## src/rtl/cassette_player.sv

```systemverilog
// ---------------------------------------------------------------------------
// cassette_player
//   Plays a CoCo cassette image (.CAS) held in byte-addressed memory as a
//   FSK bit stream. Bytes are fetched through a request/acknowledge port into
//   a one-byte prefetch buffer, moved into a shifter and sent LSB first: one
//   2400 Hz cycle per '1' bit, one 1200 Hz cycle per '0' bit. A silent gap is
//   inserted after the filename block, playback stops after the EOF block or
//   at end_addr, and the motor relay freezes the waveform.
//
// Ports
//   clk, reset          system clock, synchronous active-high reset
//   ce                  timing tick; waveform and gap counters advance only on ce
//   play, rewind        rising-edge controls (play toggles run/pause)
//   motor               cassette motor relay, 0 stalls playback
//   end_addr            exclusive end address of the image
//   mem_addr, mem_rd    read request (held stable until mem_ack)
//   mem_ack, mem_data   one-cycle acknowledge with data valid in that cycle
//   cas_out             FSK output
//   status              0 IDLE, 1 RUN, 2 GAP, 3 DONE, 4 STALL
//   underrun            sticky, shifter starved while image data remains
// ---------------------------------------------------------------------------
module cassette_player #(
  parameter int ADDR_W    = 25,
  parameter int HALF1     = 185,
  parameter int HALF0     = 371,
  parameter int GAP_TICKS = 445000,
  parameter int CNT_W     = 19
) (
  input  logic              clk,
  input  logic              reset,
  input  logic              ce,
  input  logic              play,
  input  logic              rewind,
  input  logic              motor,
  input  logic [ADDR_W-1:0] end_addr,
  output logic [ADDR_W-1:0] mem_addr,
  output logic              mem_rd,
  input  logic              mem_ack,
  input  logic [7:0]        mem_data,
  output logic              cas_out,
  output logic [2:0]        status,
  output logic              underrun
);

  typedef enum logic [2:0] {
    S_IDLE  = 3'd0,
    S_RUN   = 3'd1,
    S_GAP   = 3'd2,
    S_DONE  = 3'd3,
    S_STALL = 3'd4
  } state_t;

  localparam logic [CNT_W-1:0] H1_LAST  = CNT_W'(HALF1 - 1);
  localparam logic [CNT_W-1:0] H0_LAST  = CNT_W'(HALF0 - 1);
  localparam logic [CNT_W-1:0] GAP_LAST = CNT_W'(GAP_TICKS - 1);

  state_t           state, state_next, resume_state, eff_state;
  logic             play_q, rewind_q, play_rise, rew_rise, user_evt;
  logic             discard;
  logic             buf_valid;
  logic [7:0]       buf_data;
  logic             sh_valid, sh_eof, phase;
  logic [7:0]       sh_data;
  logic [2:0]       bit_idx;
  logic [CNT_W-1:0] cnt, gap_cnt, half_last;
  logic [7:0]       w1, w2;
  logic             name_seen, eof_armed;
  logic             run_act, gap_act, half_end, byte_done, eof_stop;
  logic             load, win_gap, gap_done, end_image, fetch_ok;

  assign play_rise = play & ~play_q;
  assign rew_rise  = rewind & ~rewind_q;
  assign user_evt  = rew_rise | (play_rise & (state != S_DONE));

  // While stalled, the datapath behaves as the state it will return to, so
  // the tick on which the motor comes back already counts.
  assign eff_state = (state == S_STALL) ? resume_state : state;
  assign run_act   = motor & ~user_evt & (eff_state == S_RUN);
  assign gap_act   = motor & ~user_evt & (eff_state == S_GAP);

  assign half_last = sh_data[0] ? H1_LAST : H0_LAST;
  assign half_end  = ce & run_act & sh_valid & (cnt == half_last);
  assign byte_done = half_end & phase & (bit_idx == 3'd7);
  assign eof_stop  = byte_done & sh_eof;
  assign load      = run_act & buf_valid & ~eof_stop & (~sh_valid | byte_done);
  assign win_gap   = name_seen & (w2 == 8'h55) & (w1 == 8'h55) & (buf_data == 8'h55);
  assign gap_done  = ce & gap_act & (gap_cnt == GAP_LAST);
  assign end_image = run_act & ~sh_valid & ~buf_valid & (mem_addr == end_addr);
  assign fetch_ok  = state_next inside {S_RUN, S_GAP, S_STALL};

  assign cas_out = sh_valid & ~phase & (eff_state == S_RUN);
  assign status  = state;

  // Next-state logic: rewind beats play, play toggles run/pause, and a low
  // motor overrides whatever the run/gap logic would do.
  always_comb begin
    state_next = state;
    if (rew_rise) begin
      state_next = S_IDLE;
    end else if (play_rise && state != S_DONE) begin
      state_next = (state == S_IDLE) ? S_RUN : S_IDLE;
    end else if (state inside {S_RUN, S_GAP, S_STALL}) begin
      if (!motor) begin
        state_next = S_STALL;
      end else if (eff_state == S_RUN) begin
        if (eof_stop || end_image)
          state_next = S_DONE;
        else if (load && win_gap)
          state_next = S_GAP;
        else
          state_next = S_RUN;
      end else begin
        state_next = gap_done ? S_RUN : S_GAP;
      end
    end
  end

  // State register; resume_state remembers RUN or GAP for leaving STALL.
  always_ff @(posedge clk) begin
    if (reset) begin
      state        <= S_IDLE;
      resume_state <= S_RUN;
    end else begin
      state <= state_next;
      if (state == S_RUN || state == S_GAP)
        resume_state <= state;
    end
  end

  // Fetch path, prefetch buffer, shifter, bit timing, gap timer and the
  // header window. A read outstanding at rewind finishes normally but its
  // data is dropped and the address returns to 0.
  always_ff @(posedge clk) begin
    if (reset) begin
      play_q    <= 1'b0;
      rewind_q  <= 1'b0;
      mem_addr  <= '0;
      mem_rd    <= 1'b0;
      discard   <= 1'b0;
      buf_valid <= 1'b0;
      buf_data  <= 8'h00;
      sh_valid  <= 1'b0;
      sh_eof    <= 1'b0;
      sh_data   <= 8'h00;
      phase     <= 1'b0;
      bit_idx   <= 3'd0;
      cnt       <= '0;
      gap_cnt   <= '0;
      w1        <= 8'h00;
      w2        <= 8'h00;
      name_seen <= 1'b0;
      eof_armed <= 1'b0;
      underrun  <= 1'b0;
    end else begin
      play_q   <= play;
      rewind_q <= rewind;

      if (mem_rd) begin
        if (mem_ack) begin
          mem_rd <= 1'b0;
          if (discard || rew_rise) begin
            mem_addr <= '0;
            discard  <= 1'b0;
          end else begin
            buf_valid <= 1'b1;
            buf_data  <= mem_data;
            mem_addr  <= mem_addr + 1'b1;
          end
        end else if (rew_rise) begin
          discard <= 1'b1;
        end
      end else if (rew_rise) begin
        mem_addr <= '0;
      end else if (fetch_ok && !buf_valid && mem_addr != end_addr) begin
        mem_rd <= 1'b1;
      end

      if (rew_rise) begin
        buf_valid <= 1'b0;
        sh_valid  <= 1'b0;
        sh_eof    <= 1'b0;
        phase     <= 1'b0;
        bit_idx   <= 3'd0;
        cnt       <= '0;
        gap_cnt   <= '0;
        w1        <= 8'h00;
        w2        <= 8'h00;
        name_seen <= 1'b0;
        eof_armed <= 1'b0;
        underrun  <= 1'b0;
      end else begin
        if (load) begin
          // The EOF decision is taken at load time but acted on only once
          // the byte's last half-cycle has gone out.
          buf_valid <= 1'b0;
          sh_valid  <= 1'b1;
          sh_data   <= buf_data;
          phase     <= 1'b0;
          bit_idx   <= 3'd0;
          cnt       <= '0;
          w2        <= w1;
          w1        <= buf_data;
          sh_eof    <= eof_armed & (w2 == 8'h00) & (w1 == 8'hFF) & (buf_data == 8'h55);
          if (win_gap)
            name_seen <= 1'b0;
          else if ({w2, w1, buf_data} == 24'h553C00)
            name_seen <= 1'b1;
          else if ({w2, w1, buf_data} == 24'h553CFF)
            eof_armed <= 1'b1;
        end else if (half_end) begin
          cnt <= '0;
          if (!phase) begin
            phase <= 1'b1;
          end else begin
            phase <= 1'b0;
            if (bit_idx == 3'd7) begin
              sh_valid <= 1'b0;
            end else begin
              bit_idx <= bit_idx + 1'b1;
              sh_data <= {1'b0, sh_data[7:1]};
            end
          end
        end else if (ce && run_act && sh_valid) begin
          cnt <= cnt + 1'b1;
        end

        if (load && win_gap)
          gap_cnt <= '0;
        else if (ce && gap_act)
          gap_cnt <= gap_cnt + 1'b1;

        if (run_act && !sh_valid && !buf_valid && mem_addr != end_addr)
          underrun <= 1'b1;
      end
    end
  end

endmodule
```

## config.mk

```make
export PLATFORM = sky130hd
export DESIGN_NAME = cassette_player
export DESIGN_NICKNAME = d
export VERILOG_FILES = /design/src/rtl/cassette_player.sv
export SDC_FILE = /design/constraint.sdc
export NUM_CORES = 1
export LEC_CHECK = 0
export CAP_MARGIN = 40
export CORE_MARGIN = 8
export CORE_UTILIZATION = 55
export DETAILED_ROUTE_END_ITERATION = 6
export PLACE_DENSITY = 0.81
export SETUP_SLACK_MARGIN = 0.4
export SKIP_LAST_GASP = 1
export SYNTH_ARGS = -nofsm -noshare
export SYNTH_HDL_FRONTEND = slang
export SYNTH_SLANG_ARGS = --single-unit
```

## constraint.sdc

```tcl
create_clock -name clk -period 3.7 [get_ports clk]
set_input_delay 0.74 -clock clk [delete_from_list [all_inputs] [get_ports clk]]
set_output_delay 0.74 -clock clk [all_outputs]
set_load 0.02 [all_outputs]
```

==> results of run 1 <==
[cells in the final DEF (no fill, tap or decap), drive strengths merged, types with 5 or more instances in the layout]
cell	count
dfxtp	115
nor2	104
nand2	84
clkdlybuf4s50	69
xor2	47
a21oi	38
xnor2	36
nand3	35
nor3	26
nand4	19
clkbuf	19
and3	18
buf	12
mux2i	11
nor4	11
o21ai	10
inv	8
nor2b	8
a211oi	8
clkinv	8
nand2b	6
or3	5
ha	5
[worst max-delay path, delay by kind of cell]
family / cells / cell delay [ns]
buffers and inverters: 1 / 0.43
and+or+nand+nor: 5 / 1.26
xor gates and xnor gates: 1 / 0.23
AOI/OAI and AO/OA: 2 / 0.55
[power by group]
| part | leakage, nW | internal, mW | total (mW) | switching, mW |
|---|---|---|---|---|
| Sequential | 0.928 | 1.25 | 1.26 | 0.0114 |
| Clock | 0.267 | 0.941 | 1.49 | 0.552 |
| Combinational | 1.32 | 0.0756 | 0.152 | 0.0763 |
| Total | 2.51 | 2.26 | 2.90 | 0.640 |
[routing by layer]
metal  wire, um  GRT usage (%)  vias up  part of all wire (%)
li1           -              -     2456                     -
met1       5630           22.9     2281                    43
met2       6550           35.7      130                    50
met3        773           6.98       24                   5.9
met4        242           7.43        0                   1.8
met5          0              0        -                     0
[cell usage after synthesis, types with 2 or more instances]
master,n,area [um2]
or4_1,4,30.0
buf_2,8,40.0
nor3b_1,2,15.0
nand2_1,84,315
xnor2_1,36,315
buf_1,2,7.51
a31oi_1,3,18.8
a211oi_1,8,60.1
nor4bb_1,2,20.0
clkbuf_1,14,52.6
o21ai_0,9,45.0
a22oi_1,3,22.5
nand3_1,34,170
nor2b_1,8,50.1
and3_1,18,113
inv_1,8,30.0
nor4_1,10,62.6
dfxtp_1,115,2300
o21bai_1,3,22.5
nand4b_1,3,26.3
or3_1,5,31.3
or2_2,3,18.8
o21a_1,2,15.0
nor3_2,2,20.0
mux2i_1,11,110
nor3_1,24,120
nor2_1,104,390
xor2_1,47,412
ha_1,5,62.6
o22ai_1,2,12.5
a21oi_1,38,190
nand4_1,18,113
nand2b_1,6,37.5
[state kept, by name (all words and copies together), names as in the netlist, 3 cells and up]
register and count:
w1 8, sh_data 8, cnt 19, mem_addr 25, gap_cnt 19, buf_data 8, status 3, bit_idx 3
resume_state 3, w2 8
[layout make-up]
cell class,count,area [um2]
timing repair buffer,82,793
fill,813,2860
inverter,8,30.0
multi-input combinational,517,3080
clock inverter,11,115
tap,133,166
clock buffer,19,422
sequential,115,2310
[kinds of logic (layout without fill, tap and decap cells)]
group,Yosys count,count (layout),synth area share [%]
DFF,115,115,41.6
AOI/OAI and AO/OA,79,79,9.05
and+or+nand+nor,338,338,30.2
xor gates and xnor gates,83,83,13.1
muxes,11,11,1.99
buffers and inverters,34,120,2.69
adders and majority gates,6,6,1.31
[path summary, 6_finish.rpt]
kind | cells after the start | endpoint | slack [ns] | from
worst max-delay path | 9 | status[1] | 0.90 | end_addr[10]
worst min register to register | 2 | w2[7] | 0.45 | w2[7]
worst min-delay path | 2 | w2[7] | 0.45 | w2[7]
worst max register to register | 8 | status[1] | 0.96 | status[2]
==> reports/metrics.csv, run 1 <==
stage,metric,value,unit
finish,post-route cell area,6910,um2
grt,vias in the first global route,4900,
setup_path,CP Cell Sequence,clkdlybuf4s50_1 -> xnor2_1 -> nand4_1 -> nor4_1 -> nand4_1 -> o311a_1 -> nand2_1 -> a311oi_1 -> nor4_1,
clock_tree,post-CTS setup repair buffer count,0,
setup_path,max incr delay on CP,0.46,ns
synthesis,number of synthesized flops with an enable pin,0,
placement,Routability Congestion,0.849,
clock_tree,clk buf depth,2,
finish,Final #Nets,786,
synthesis,cells after synthesis,666,
sta,setup TNS,0,ns
die,die height,116,um
run,Max Cap Viol,0,
sta,Fmax achieved,357,MHz
die,IO Count,71,
route,post-route ant nets,0,
placement,"Cell Area, Placed",6370,um2
sta,Final Cycle Share,75.7,%
setup_path,critical path type,in2reg,
sta,max-slew violations,0,
setup_path,Critical Path End Type,flop,
clock_tree,Root Buffer,clkbuf_8,
route,vias per inst,5.53,
route,First-pass DRT Iterations,5,
synthesis,Syn Area/Cell,8.31,um2
pwr,P_leak,2.51,nW
setup_path,CP arrival,3.22,ns
sta,worst setup margin,0.900,ns
clock_tree,CTS tree,yes,
placement,Port Buffers,70,
route,vias,4891,
clock_tree,CTS resizes,2,
pwr,PwrDens,420,nW/um2
sta,worst-margin pin slew,0.571,ns
synthesis,"Top FF cell, synth",dfxtp_1,
clock_tree,worst skew pair latency,0.52,ns
pwr,peak supply drop,0.000363,V
route,final WL,13200,um
clock_tree,clock sinks,115,
synthesis,number of library cell types mapped by synthesis,58,
grt,GRT Resource Usage Total,20.6,%
clock_tree,number of buffers created by CTS,17,
finish,P&R area growth vs syn,25.0,%
sta,"Setup violations, final",0,
die,core area,9770,um2
sta,slew margin rel.,61.8,%
sta,Final Skew,0.00741,ns
setup_path,Worst EP required,4.12,ns
placement,dpl ws,0.396,ns
sta,Fin Hold WS,0.451,ns
synthesis,post-synthesis sequential area ratio,41.6,%
pwr,Tot Pwr,2.90,mW
synthesis,Synth warnings,0,
synthesis,Yosys reg bits,115,
clock_tree,clk slew on worst S/H paths,0.06,ns
finish,Finished Core Util,70.7,%
clock_tree,hold buffers post-CTS,0,
synthesis,Mapped Area,5530,um2
finish,share of cells above drive strength 1,7.71,%
route,DR DRC count,0,
finish,ANT cells,0,
route,DRT iter0 DRCs,346,
setup_path,critical path launch point type,input port,
grt,first-pass GRT wire length,22200,um
grt,GRT overflow,0,
clock_tree,H-tree depth,4,
grt,largest net degree at the start of global routing,34,
hold_path,hold crit path type,reg2reg,
route,Wirelength per Cell,14.9,um
finish,final non-filler cell total,885,
setup_path,Slowest cell on crit path,nor4_1,
synthesis,Synth Net Count,711,
placement,Cells after DPL,855,
sta,RSZ-0062 raised after global routing,no,
placement,Post-DP HPWL,9470,um
die,die area,13500,um2
grt,initial antenna violation count,0,
die,cell row count,36,
sta,Period minus WS final,2.80,ns
sta,Final Hold Vio Count,0,
synthesis,Synth async-reset ratio,0,%
setup_path,"Max FO, Critical Path",3,
outcome,status,"finished, final reports clean",
die,die width,116,um
die,initial core utilization,56.6,%
Note: power is estimated with default switching activity, not from simulation.
==> run 2: changes to the inputs <==
Clock period 3.7 ns to 2.9 ns, I/O delays scaled along.
==> run 2 against run 1 <==
Sequential share of layout area decreased by 2.1 points. Cell count increased by 3.6%. Largest power group unchanged. Hold slack improved by 0.0058 ns. Register-to-register slack got worse by 0.52 ns.
==> reports/metrics.csv, run 2 (synthesis results as in run 1) <==
stage,metric,value,unit,change
clock_tree,hold buffers post-CTS,0,,unchanged
setup_path,critical path type,reg2out,,
route,vias,5193,,+6.2%
finish,Finished Core Util,75.9,%,+5.1 points
route,vias per inst,5.66,,+2.5%
clock_tree,H-tree depth,4,,unchanged
sta,Final Skew,0.0147,ns,+0.00727 ns
hold_path,hold crit path type,reg2reg,,
clock_tree,CTS tree,yes,,
hold_path,end of the worst hold path,w2[1],,
clock_tree,clk slew on worst S/H paths,0.05,ns,about the same
sta,Final Hold Vio Count,0,,unchanged
setup_path,Critical Path End Type,output pin,,
setup_path,worst reg2reg path depth,11,,+3
grt,vias in the first global route,5065,,+3.4%
route,final WL,14800,um,+12%
hold_path,HP Start,w2[1],,
finish,most frequent cells in the layout,"108 x dfxtp_1, 102 x nor2_1, 82 x nand2_1",,
die,initial core utilization,56.6,%,unchanged
die,core area,9770,um2,unchanged
finish,largest registers,"mem_addr (25), cnt (19), gap_cnt (19)",,
setup_path,Worst EP required,2.32,ns,-1.80 ns
sta,RSZ-0062 raised after global routing,yes,,
finish,"commonest non-fill, non-tap cell in the layout",dfxtp_1,,
die,IO Count,71,,unchanged
finish,P&R area growth vs syn,34.0,%,
setup_path,"Max FO, Critical Path",9,,+6
pwr,Tot Pwr,3.97,mW,+37%
placement,Routability Congestion,0.869,,+2.3%
die,die width,116,um,unchanged
clock_tree,Root Buffer,clkbuf_8,,
sta,slew margin rel.,68.6,%,+6.8 points
clock_tree,clk buf depth,2,,unchanged
route,post-route ant nets,0,,unchanged
die,die area,13500,um2,unchanged
run,Max Cap Viol,0,,unchanged
die,cell row count,36,,unchanged
route,First-pass DRT Iterations,5,,unchanged
setup_path,RR Endpoint,name_seen,,
sta,Fmax achieved,402,MHz,
pwr,peak supply drop,0.000460,V,+27%
setup_path,FF-to-FF setup slack,0.44,ns,-0.52 ns
placement,Post-DP HPWL,9920,um,+4.7%
finish,Largest register FFs,25,,unchanged
finish,share of cells above drive strength 1,15.3,%,+7.6 points
die,die height,116,um,unchanged
clock_tree,number of buffers created by CTS,17,,unchanged
pwr,PwrDens,536,nW/um2,+28%
route,DR DRC count,0,,unchanged
finish,post-route cell area,7410,um2,+7.3%
route,Wirelength per Cell,16.1,um,+8.2%
finish,Reg with most FFs,mem_addr,,
hold_path,WHS Path Cells,2,,unchanged
sta,Final Cycle Share,85.8,%,
grt,first-pass GRT wire length,23700,um,+6.8%
placement,Port Buffers,70,,unchanged
sta,setup TNS,0,ns,unchanged
pwr,P_leak,2.75,nW,+9.5%
finish,Final #Nets,817,,+3.9%
grt,largest net degree at the start of global routing,33,,-2.9%
setup_path,worst r2r src,status[2],,
grt,GRT Resource Usage Total,22.0,%,+1.4 points
setup_path,worst setup path startpoint,status[1],,
sta,Period minus WS final,2.49,ns,
sta,worst-margin pin slew,0.470,ns,-0.102 ns
clock_tree,worst skew pair latency,0.52,ns,about the same
route,DRT iter0 DRCs,466,,+35%
sta,max-slew violations,0,,unchanged
grt,GRT overflow,0,,unchanged
setup_path,critical path launch point type,flop,,
sta,"Setup violations, final",0,,unchanged
setup_path,CP arrival,1.91,ns,-1.31 ns
clock_tree,clock sinks,115,,unchanged
outcome,status,"finished, final reports clean",,
placement,"Cell Area, Placed",6510,um2,+2.2%
finish,ANT cells,0,,unchanged
grt,initial antenna violation count,0,,unchanged
run 2: changes by cell type in the layout (fill, tap and decap cells not counted), sizes merged:
cell / change
clkbuf: +4
dlymetal6s2s: -1
buf: +31
clkinvlp: -1
bufinv: +1
clkinv: -3
clkdlybuf4s15: +1
run 2: layout make-up:
| type | count | area [um2] |
|---|---|---|
| well taps | 133 | 166 |
| clock buffers | 23 | 497 |
| inverters | 8 | 30.0 |
| flip-flops and latches | 115 | 2320 |
| repair buffers | 113 | 1060 |
| fillers | 654 | 2360 |
| multi-input cells | 517 | 3220 |
| clock inverters | 8 | 123 |
run 2: how the worst max path moves through the flow:
stage | endpoint | slack (ns) | cells past startpoint
floorplan | name_seen | 0.41 | 9
global placement | mem_rd | 0.05 | 9
detailed placement | status[1] | 0.002 | 9
CTS | status[1] | 0.38 | 9
global route | name_seen | 0.35 | 11
finish | cas_out | 0.41 | 4
run 2: routing by layer:
layer	part of all wire [%]	vias to the layer above	GRT usage, %	routed length (um)
met5	0	-	0	0
met4	1.4	0	10.5	208
met3	6.2	22	5.58	915
met2	50	184	36.7	7450
met1	42	2466	25.9	6230
li1	-	2521	-	-
run 2: power by group:
group	internal [mW]	leakage, nW	switching (mW)
clock network	1.44	0.310	0.706
logic	0.112	1.51	0.116
registers	1.59	0.931	0.0115
run 2: worst max-delay path, stage by stage (launching register included):
cell	delay [ns]
dfxtp_4	0.38
nor4b_4	0.34
a22oi_2	0.20
nor3_2	0.20
clkdlybuf4s15_2	0.29
run 2: repair_timing:
item                                    4_1_cts  5_1_grt
gates resized for setup                       5       43
pin swaps                                     5       16
buffers inserted                              4       10
hold endpoints to repair                      0        0
endpoints found under the setup margin       60       73
run 2: per-stage QoR:
step           setup slack, ns  std cells  hold WS (ns)
3_3_place_gp            0.0531        872         0.439
5_1_grt                  0.349        917         0.466
3_5_place_dp           0.00194        872         0.447
6_report                 0.413        917         0.456
4_1_cts                  0.380        907         0.455
2_1_floorplan            0.413        666         0.428
